### src/rtl/flag_ctrl_pkg.sv
// Shared types and constants for the C/Z flag / interrupt sequencer.
// No logic; purely declarations.
// No flow control.
package flag_ctrl_pkg;

  // Sequencer states: pass-through, shadow save/clear, interrupt acknowledge.
  typedef enum logic [1:0] {
    ST_RUN  = 2'd0,
    ST_SAVE = 2'd1,
    ST_ACK  = 2'd2
  } state_t;

  // Interrupt vector the control unit loads into PC on INTR_ACK.
  localparam logic [9:0] INTR_VECTOR = 10'h3FF;

endpackage

### src/rtl/intr_edge_sync.sv
// INTR rising-edge detector with optional two-flop synchronizer (FLAG_INTR_SYNC_EN).
// Latency: rise visible same cycle as INTR sample (unsynced) or two edges later (synced).
// No backpressure: a single-cycle pulse per rising edge.
module intr_edge_sync (
  input  logic clk,
  input  logic rst,
  input  logic intr,
  output logic intr_rise
);

`ifdef FLAG_INTR_SYNC_EN
  logic sync1_q, sync1_d;
  logic sync2_q, sync2_d;
  logic prev_q, prev_d;

  // Shift INTR through the synchronizer, then keep one more stage for edge detect.
  always_comb begin
    sync1_d = intr;
    sync2_d = sync1_q;
    prev_d  = sync2_q;
  end

  // Synchronizer and edge-history registers.
  always_ff @(posedge clk or posedge rst) begin
    if (rst) begin
      sync1_q <= 1'b0;
      sync2_q <= 1'b0;
      prev_q  <= 1'b0;
    end else begin
      sync1_q <= sync1_d;
      sync2_q <= sync2_d;
      prev_q  <= prev_d;
    end
  end

  assign intr_rise = sync2_q & ~prev_q;
`else
  logic prev_q, prev_d;

  // INTR is already synchronous: remember last sampled level.
  always_comb begin
    prev_d = intr;
  end

  // Previous INTR level register.
  always_ff @(posedge clk or posedge rst) begin
    if (rst) prev_q <= 1'b0;
    else     prev_q <= prev_d;
  end

  assign intr_rise = intr & ~prev_q;
`endif

endmodule

### src/rtl/flag_intr_ctrl.sv
// C/Z flag sequencer: passes CU flag requests, saves/clears flags on interrupt, restores on RETI.
// Latency: pass-through is combinational; interrupt entry takes SAVE then ACK (2 cycles).
// No backpressure; INTR_ACK is a one-cycle pulse. Optional FLAG_INTR_SYNC_EN synchronizes INTR.
module flag_intr_ctrl
  import flag_ctrl_pkg::*;
(
  input  logic CLK,
  input  logic RST,
  input  logic INTR,
  input  logic INSTR_DONE,
  input  logic CU_C_SET,
  input  logic CU_C_CLR,
  input  logic CU_C_LD,
  input  logic CU_Z_LD,
  input  logic ALU_C,
  input  logic ALU_Z,
  input  logic CU_SEI,
  input  logic CU_CLI,
  input  logic CU_RETI,
  input  logic CU_RETI_IE,
  input  logic C_FLAG,
  input  logic Z_FLAG,
  output logic FLG_C_SET,
  output logic FLG_C_CLR,
  output logic FLG_C_LD,
  output logic FLG_Z_LD,
  output logic C_IN,
  output logic Z_IN,
  output logic I_FLAG,
  output logic INTR_ACK,
  output logic SHAD_C,
  output logic SHAD_Z
);

  state_t state_q, state_d;
  logic   i_flag_q, i_flag_d;
  logic   pending_q, pending_d;
  logic   shad_c_q, shad_c_d;
  logic   shad_z_q, shad_z_d;
  logic   intr_rise;

  intr_edge_sync u_edge (
    .clk       (CLK),
    .rst       (RST),
    .intr      (INTR),
    .intr_rise (intr_rise)
  );

  // Next-state, interrupt bookkeeping and flag-register controls.
  always_comb begin
    state_d   = state_q;
    i_flag_d  = i_flag_q;
    pending_d = pending_q;
    shad_c_d  = shad_c_q;
    shad_z_d  = shad_z_q;
    FLG_C_SET = 1'b0;
    FLG_C_CLR = 1'b0;
    FLG_C_LD  = 1'b0;
    FLG_Z_LD  = 1'b0;
    C_IN      = 1'b0;
    Z_IN      = 1'b0;
    INTR_ACK  = 1'b0;

    case (state_q)
      ST_RUN: begin
        if (CU_RETI) begin
          // Restore saved flags; overrides any concurrent CU flag request.
          FLG_C_LD = 1'b1;
          FLG_Z_LD = 1'b1;
          C_IN     = shad_c_q;
          Z_IN     = shad_z_q;
        end else begin
          FLG_C_SET = CU_C_SET;
          FLG_C_CLR = CU_C_CLR;
          FLG_C_LD  = CU_C_LD;
          FLG_Z_LD  = CU_Z_LD;
          C_IN      = ALU_C;
          Z_IN      = ALU_Z;
        end

        if (CU_RETI)     i_flag_d = CU_RETI_IE;
        else if (CU_CLI) i_flag_d = 1'b0;
        else if (CU_SEI) i_flag_d = 1'b1;

        // Edges seen while interrupts are disabled are simply lost.
        if (CU_CLI)                     pending_d = 1'b0;
        else if (intr_rise && i_flag_q) pending_d = 1'b1;

        // The CU request on the boundary cycle is honoured above.
        if (INSTR_DONE && pending_q && i_flag_q) state_d = ST_SAVE;
      end

      ST_SAVE: begin
        shad_c_d  = C_FLAG;
        shad_z_d  = Z_FLAG;
        FLG_C_CLR = 1'b1;
        FLG_Z_LD  = 1'b1;
        Z_IN      = 1'b0;
        i_flag_d  = 1'b0;
        pending_d = 1'b0;
        state_d   = ST_ACK;
      end

      ST_ACK: begin
        INTR_ACK = 1'b1;
        // I_FLAG is already 0 here, so no new edge can pend.
        if (intr_rise && i_flag_q) pending_d = 1'b1;
        state_d = ST_RUN;
      end

      default: state_d = ST_RUN;
    endcase
  end

  // State, interrupt-enable, pending latch and shadow flag registers.
  always_ff @(posedge CLK or posedge RST) begin
    if (RST) begin
      state_q   <= ST_RUN;
      i_flag_q  <= 1'b0;
      pending_q <= 1'b0;
      shad_c_q  <= 1'b0;
      shad_z_q  <= 1'b0;
    end else begin
      state_q   <= state_d;
      i_flag_q  <= i_flag_d;
      pending_q <= pending_d;
      shad_c_q  <= shad_c_d;
      shad_z_q  <= shad_z_d;
    end
  end

  assign I_FLAG = i_flag_q;
  assign SHAD_C = shad_c_q;
  assign SHAD_Z = shad_z_q;

endmodule

### config.mk
export PLATFORM = sky130hd
export DESIGN_NAME = flag_intr_ctrl
export DESIGN_NICKNAME = d
export VERILOG_FILES = /design/src/rtl/flag_ctrl_pkg.sv /design/src/rtl/intr_edge_sync.sv /design/src/rtl/flag_intr_ctrl.sv
export SDC_FILE = /design/constraint.sdc
export NUM_CORES = 1
export LEC_CHECK = 0
export BUFFER_PORTS_ARGS = -buffer_cell sky130_fd_sc_hd__buf_2
export CELL_PAD_IN_SITES_DETAIL_PLACEMENT = 1
export CELL_PAD_IN_SITES_GLOBAL_PLACEMENT = 1
export CORE_MARGIN = 2
export CORE_UTILIZATION = 30
export DETAILED_ROUTE_END_ITERATION = 10
export PLACE_DENSITY_LB_ADDON = 0.1
export SYNTH_ARGS = -nofsm -noshare
export SYNTH_HDL_FRONTEND = slang
export SYNTH_SLANG_ARGS = --single-unit
### constraint.sdc
create_clock -name CLK -period 1.55 [get_ports CLK]
set_input_delay 0.31 -clock CLK [delete_from_list [all_inputs] [get_ports CLK]]
set_output_delay 0.31 -clock CLK [all_outputs]
set_load 0.05 [all_outputs]
* Word level (Yosys, flattened, before mapping)
Cells that the tools add are included.
** Word-level totals
- Register bits after elaboration :: 7
- Bits of input ports :: 16
- Output and inout port bits :: 10
- Word-level logic and storage cells :: 41
** Operators by class
- Equal/unequal tests :: 4
- Mux-type cells :: 22
- Bitwise gates (word level) :: 2
- Reduce and logical (&&, ||, !) cells :: 7
** Operator list (count)
- two-way mux 1 bit :: 16
- case mux 1 bit (2 select lines) :: 3
- != test 4 bit, second input constant :: 1
- case mux 2 bit (2 select lines) :: 1
- logical AND 1 bit :: 3
- case mux 1 bit (3 select lines) :: 1
- nonzero test 3 bit :: 1
- == test 2 x 1 -> 1 bit, second input constant :: 1
- == test 2 bit, second input constant :: 1
- zero test 2 bit :: 1
- two-way mux 2 bit :: 1
- != test 2 bit, second input constant :: 1
- AND reduction 2 bit :: 1
- nonzero test 2 bit :: 1
- bitwise AND 1 bit :: 1
- inverter 1 bit :: 1

* Logic depth before layout (Yosys ltp)
- Depth in word-level cells :: 6
- Gate-level depth with buffers :: 5
- Depth with buffers taken out :: 5

* By module
From an unflattened synthesis, not the netlist that was laid out.
** Second synthesis, totals
- Cell total of the unflattened synthesis :: 46
- Area, all modules :: 491.7 µm²
** By module, submodules not included
- flag_intr_ctrl :: instances 1, cells each 43, area each 449.2 µm², seq. area each 150.1 µm²
- intr_edge_sync :: instances 1, cells each 3, area each 42.5 µm², seq. area each 25.0 µm²

* Worst setup path before layout
OpenSTA, ideal clock, no wires.
- Path type :: register -> output
- From :: reg state_q[0]
- To :: out C_IN
- Arrival time :: 1480 ps
- Data required time :: 1240 ps
- Path slack :: -240 ps
- Cell stages (with the launch flop) :: 4
- Path buffers :: 0
- Path through :: dfrtp_1 > inv_1 > ha_1 > nor2b_1
** Between the ends
- Longest elaborated chain between the ends :: 2
** RTL lines
- start, declared :: RTL line flag_intr_ctrl.sv:35 : state_t state_q, state_d;
- start signal, assigned :: RTL line flag_intr_ctrl.sv:124 : state_q <= state_d;
- zero test 2 bit :: RTL line flag_intr_ctrl.sv:64 : case (state_q)
- two-way mux 1 bit :: RTL line flag_intr_ctrl.sv:64
- end, declared :: RTL line flag_intr_ctrl.sv:27 : output logic C_IN,
No other way between the ends.

* Final worst setup path
- From :: reg state_q[0]
- To :: out FLG_Z_LD
** Between the ends
- Longest elaborated chain between the ends :: 2
- Elaborated cells on any way between the ends :: 3
- Classes of those cells :: eq/ne (1); mux (1); reduce/logical (1)
** RTL lines
- == test 2 x 1 -> 1 bit or zero test 2 bit (tied branches) :: RTL line flag_intr_ctrl.sv:64
- case mux 1 bit (2 select lines) * :: RTL line flag_intr_ctrl.sv:64
- end, declared :: RTL line flag_intr_ctrl.sv:26 : output logic FLG_Z_LD,
Every way passes the cells marked *; elsewhere a longest branch is shown, timed or not.

==> flow_summary.yaml <==
outcome:
  outcome: "finished with violations"
  violations: "negative setup slack"
pwr:
  leakage_uw: 0.000430
  cellPowerDensity_mw_per_mm2: 2400
  vdd_ir_drop_max_v: 0.00101
cts:
  cts.reportedPaths.clkPinSlew_ns: 0.05
  cts_buffer_depth: 2
  htree_levels: 1
  cts_tree: "done"
  clockRootBuffer: "clkbuf_4"
  cts_sinks: 7
  numCtsBuffers: 3
  clock_latency_ns: 0.25
timing:
  rsz0062_at_grt: "true"
  max_slew_margin_pct: 80.4
  worst_slew_pin_slew_ns: 0.294
  worst_slack_ns: -0.0690
  drv_slew: 0
  fmax_ghz: 0.618
  timing.hold.ws_ns: 0.180
  fin_crit_sh_pct: 104
  finalSetupViolations: 6
  min_period_ns: 1.62
  hold_viol_final: 0
  worst_clock_skew_ns: 0.00416
cells_and_area:
  finalInstanceArea_um2: 848
  num_antenna_cells: 0
  drive_above_1_share_pct: 64.6
  final_nets: 105
  fill_cells: 174
  seq_area_um2: 175
  area_delta_synth_final_pct: 77.5
  multi_input_area_um2: 344
yosys:
  synthesis.area_um2: 478
  ys_seq_area_share_pct: 36.6
  synth_warnings: 0
  ys_types: 21
  synth_async_sr_flop_share_pct: 100
  synth_seq_cells: 7
  synth_edf_count: 0
  synth_ff_type: "dfrtp_1"
  syn_area_per_cell_um2: 11.1
  synth_fp_nets: 65
  syn-instance-count: 43
route:
  vias: 483
  drc: 0
  antenna_left: 0
  dr.first_iter.drc_count: 2
  routed_wl_um: 1410
  vias_per_cell: 4.93
  wl_per_cell_um: 14.3
  firstDrtPassIters: 2
worst_setup_path:
  critPathCaptureType: "output port"
  arrival_ns: 1.31
  worstPathMaxFanout: 5
  crit_type: "flop to output port"
  critPathRequiredTime_ns: 1.24
  cp-start-kind: "flop"
die:
  die-height_um: 43.9
  start_util_pct: 31.7
  die-area_mm2: 0.00193
  ios: 26
  core_area_mm2: 0.00151
  rows: 14
  die-width_um: 43.9
global_route:
  grt_usage_pct: 15.6
  overflow: 0
  grt_pass1_vias: 503
  grt_max_degree: 9
  grt_pass1_wl_um: 2170
  antenna_found_initial: 0
place:
  place_congestion: 0.675
  portBuffers: 25
  place_area_um2: 639
  hpwl_um: 983
worst_hold_path:
  hold_path_class: "primary input to flop"
flow_run:
  maxCapViolCount: 0
flip-flops by register name, indices dropped and copies added (netlist names):
register and flops:
state_q 2, I_FLAG 1, SHAD_C 1, SHAD_Z 1, pending_q 1, u_edge.prev_q 1
metrics by stage:
| step | util, % | power [µW] | setup TNS (ns) | setup WS [ns] | instances |
|---|---|---|---|---|---|
| floorplan | - | 1140 | -0.00536 | -0.00268 | 43 |
| global placement | 42.4 | 1400 | 0 | 0.0135 | 86 |
| detailed placement | 42.4 | 1420 | -0.0391 | -0.0216 | 86 |
| CTS | 52.7 | 1920 | -0.194 | -0.0542 | 96 |
| global route | 56.3 | 2150 | -0.501 | -0.111 | 98 |
| finish | 56.3 | 2040 | -0.236 | -0.0690 | 98 |
Yosys cell counts (2+ instances only):
library cell	count	area share (%)
dfrtp_1	7	37
ha_1	6	16
nand2_1	2	1.6
nor2b_1	2	2.6
mux2_2	4	9.4
o21ai_0	2	2.1
nor2_1	2	1.6
inv_1	4	3.1
mux2i_1	2	4.2
final timing paths:
path	depth (start not counted)	start	end	slack, ns
worst min register to register	1	SHAD_C	SHAD_C	0.53
worst min-delay path	1	INTR	u_edge.prev_q	0.18
max in group asynchronous	3	RST	state_q[1]	0.79
worst max-delay path	5	state_q[0]	FLG_Z_LD	-0.07
worst max register to register	7	state_q[1]	I_FLAG	0.07
min in group asynchronous	3	RST	SHAD_Z	0.54
cells in the final DEF (no fill, tap or decap), types with 2 or more instances in the layout:
cell / n
buf_8: 2
inv_1: 2
nor2b_2: 2
nor2_1: 2
mux2i_1: 2
ha_1: 2
nand2_1: 2
ha_4: 4
buf_2: 18
clkbuf_4: 3
buf_4: 9
buf_6: 6
mux2_2: 4
o21ai_0: 2
dfrtp_1: 7
logic make-up after synthesis:
group / Yosys count / synth area share [%]
simple gates: 11 / 16.5
flops: 7 / 36.6
mux: 6 / 13.6
buf+inv: 5 / 5.50
fa+ha+maj: 6 / 15.7
compound gates: 8 / 12.0
report_power, final:
part,internal (µW),leakage [µW],switching (µW)
clock network,98.2,0.0000150,67.2
logic,693,0.000329,865
registers,255,0.0000865,57.4
final cells by class:
cell class | instances | area share [%]
multi-input cells | 31 | 40.6
inverters | 4 | 2.06
well taps | 16 | 2.36
flip-flops and latches | 7 | 20.6
clock buffers | 4 | 3.10
repair buffers | 36 | 31.3
worst max-delay path, cell delays in order, from the launching register on:
cell and delay, ns:
dfrtp_1 0.39, inv_2 0.12, ha_4 0.18, o211ai_1 0.10
nand2b_1 0.10, buf_6 0.16
routing by layer:
| metal | global-route usage, % | vias to the layer above | wire (µm) |
|---|---|---|---|
| met4 | 7.27 | 0 | 0 |
| met3 | 1.67 | 0 | 84 |
| met1 | 18.2 | 235 | 586 |
| met5 | 0 | - | 0 |
| li1 | - | 231 | - |
| met2 | 27.9 | 17 | 734 |
timing repair:
action,in CTS,in global routing
buffers inserted,5,2
pin swaps,3,2
endpoints found under the hold margin,7,0
hold buffers,1,0
setup endpoints to repair,6,7
resized for setup,22,9
(Power assumes the default switching activity.)
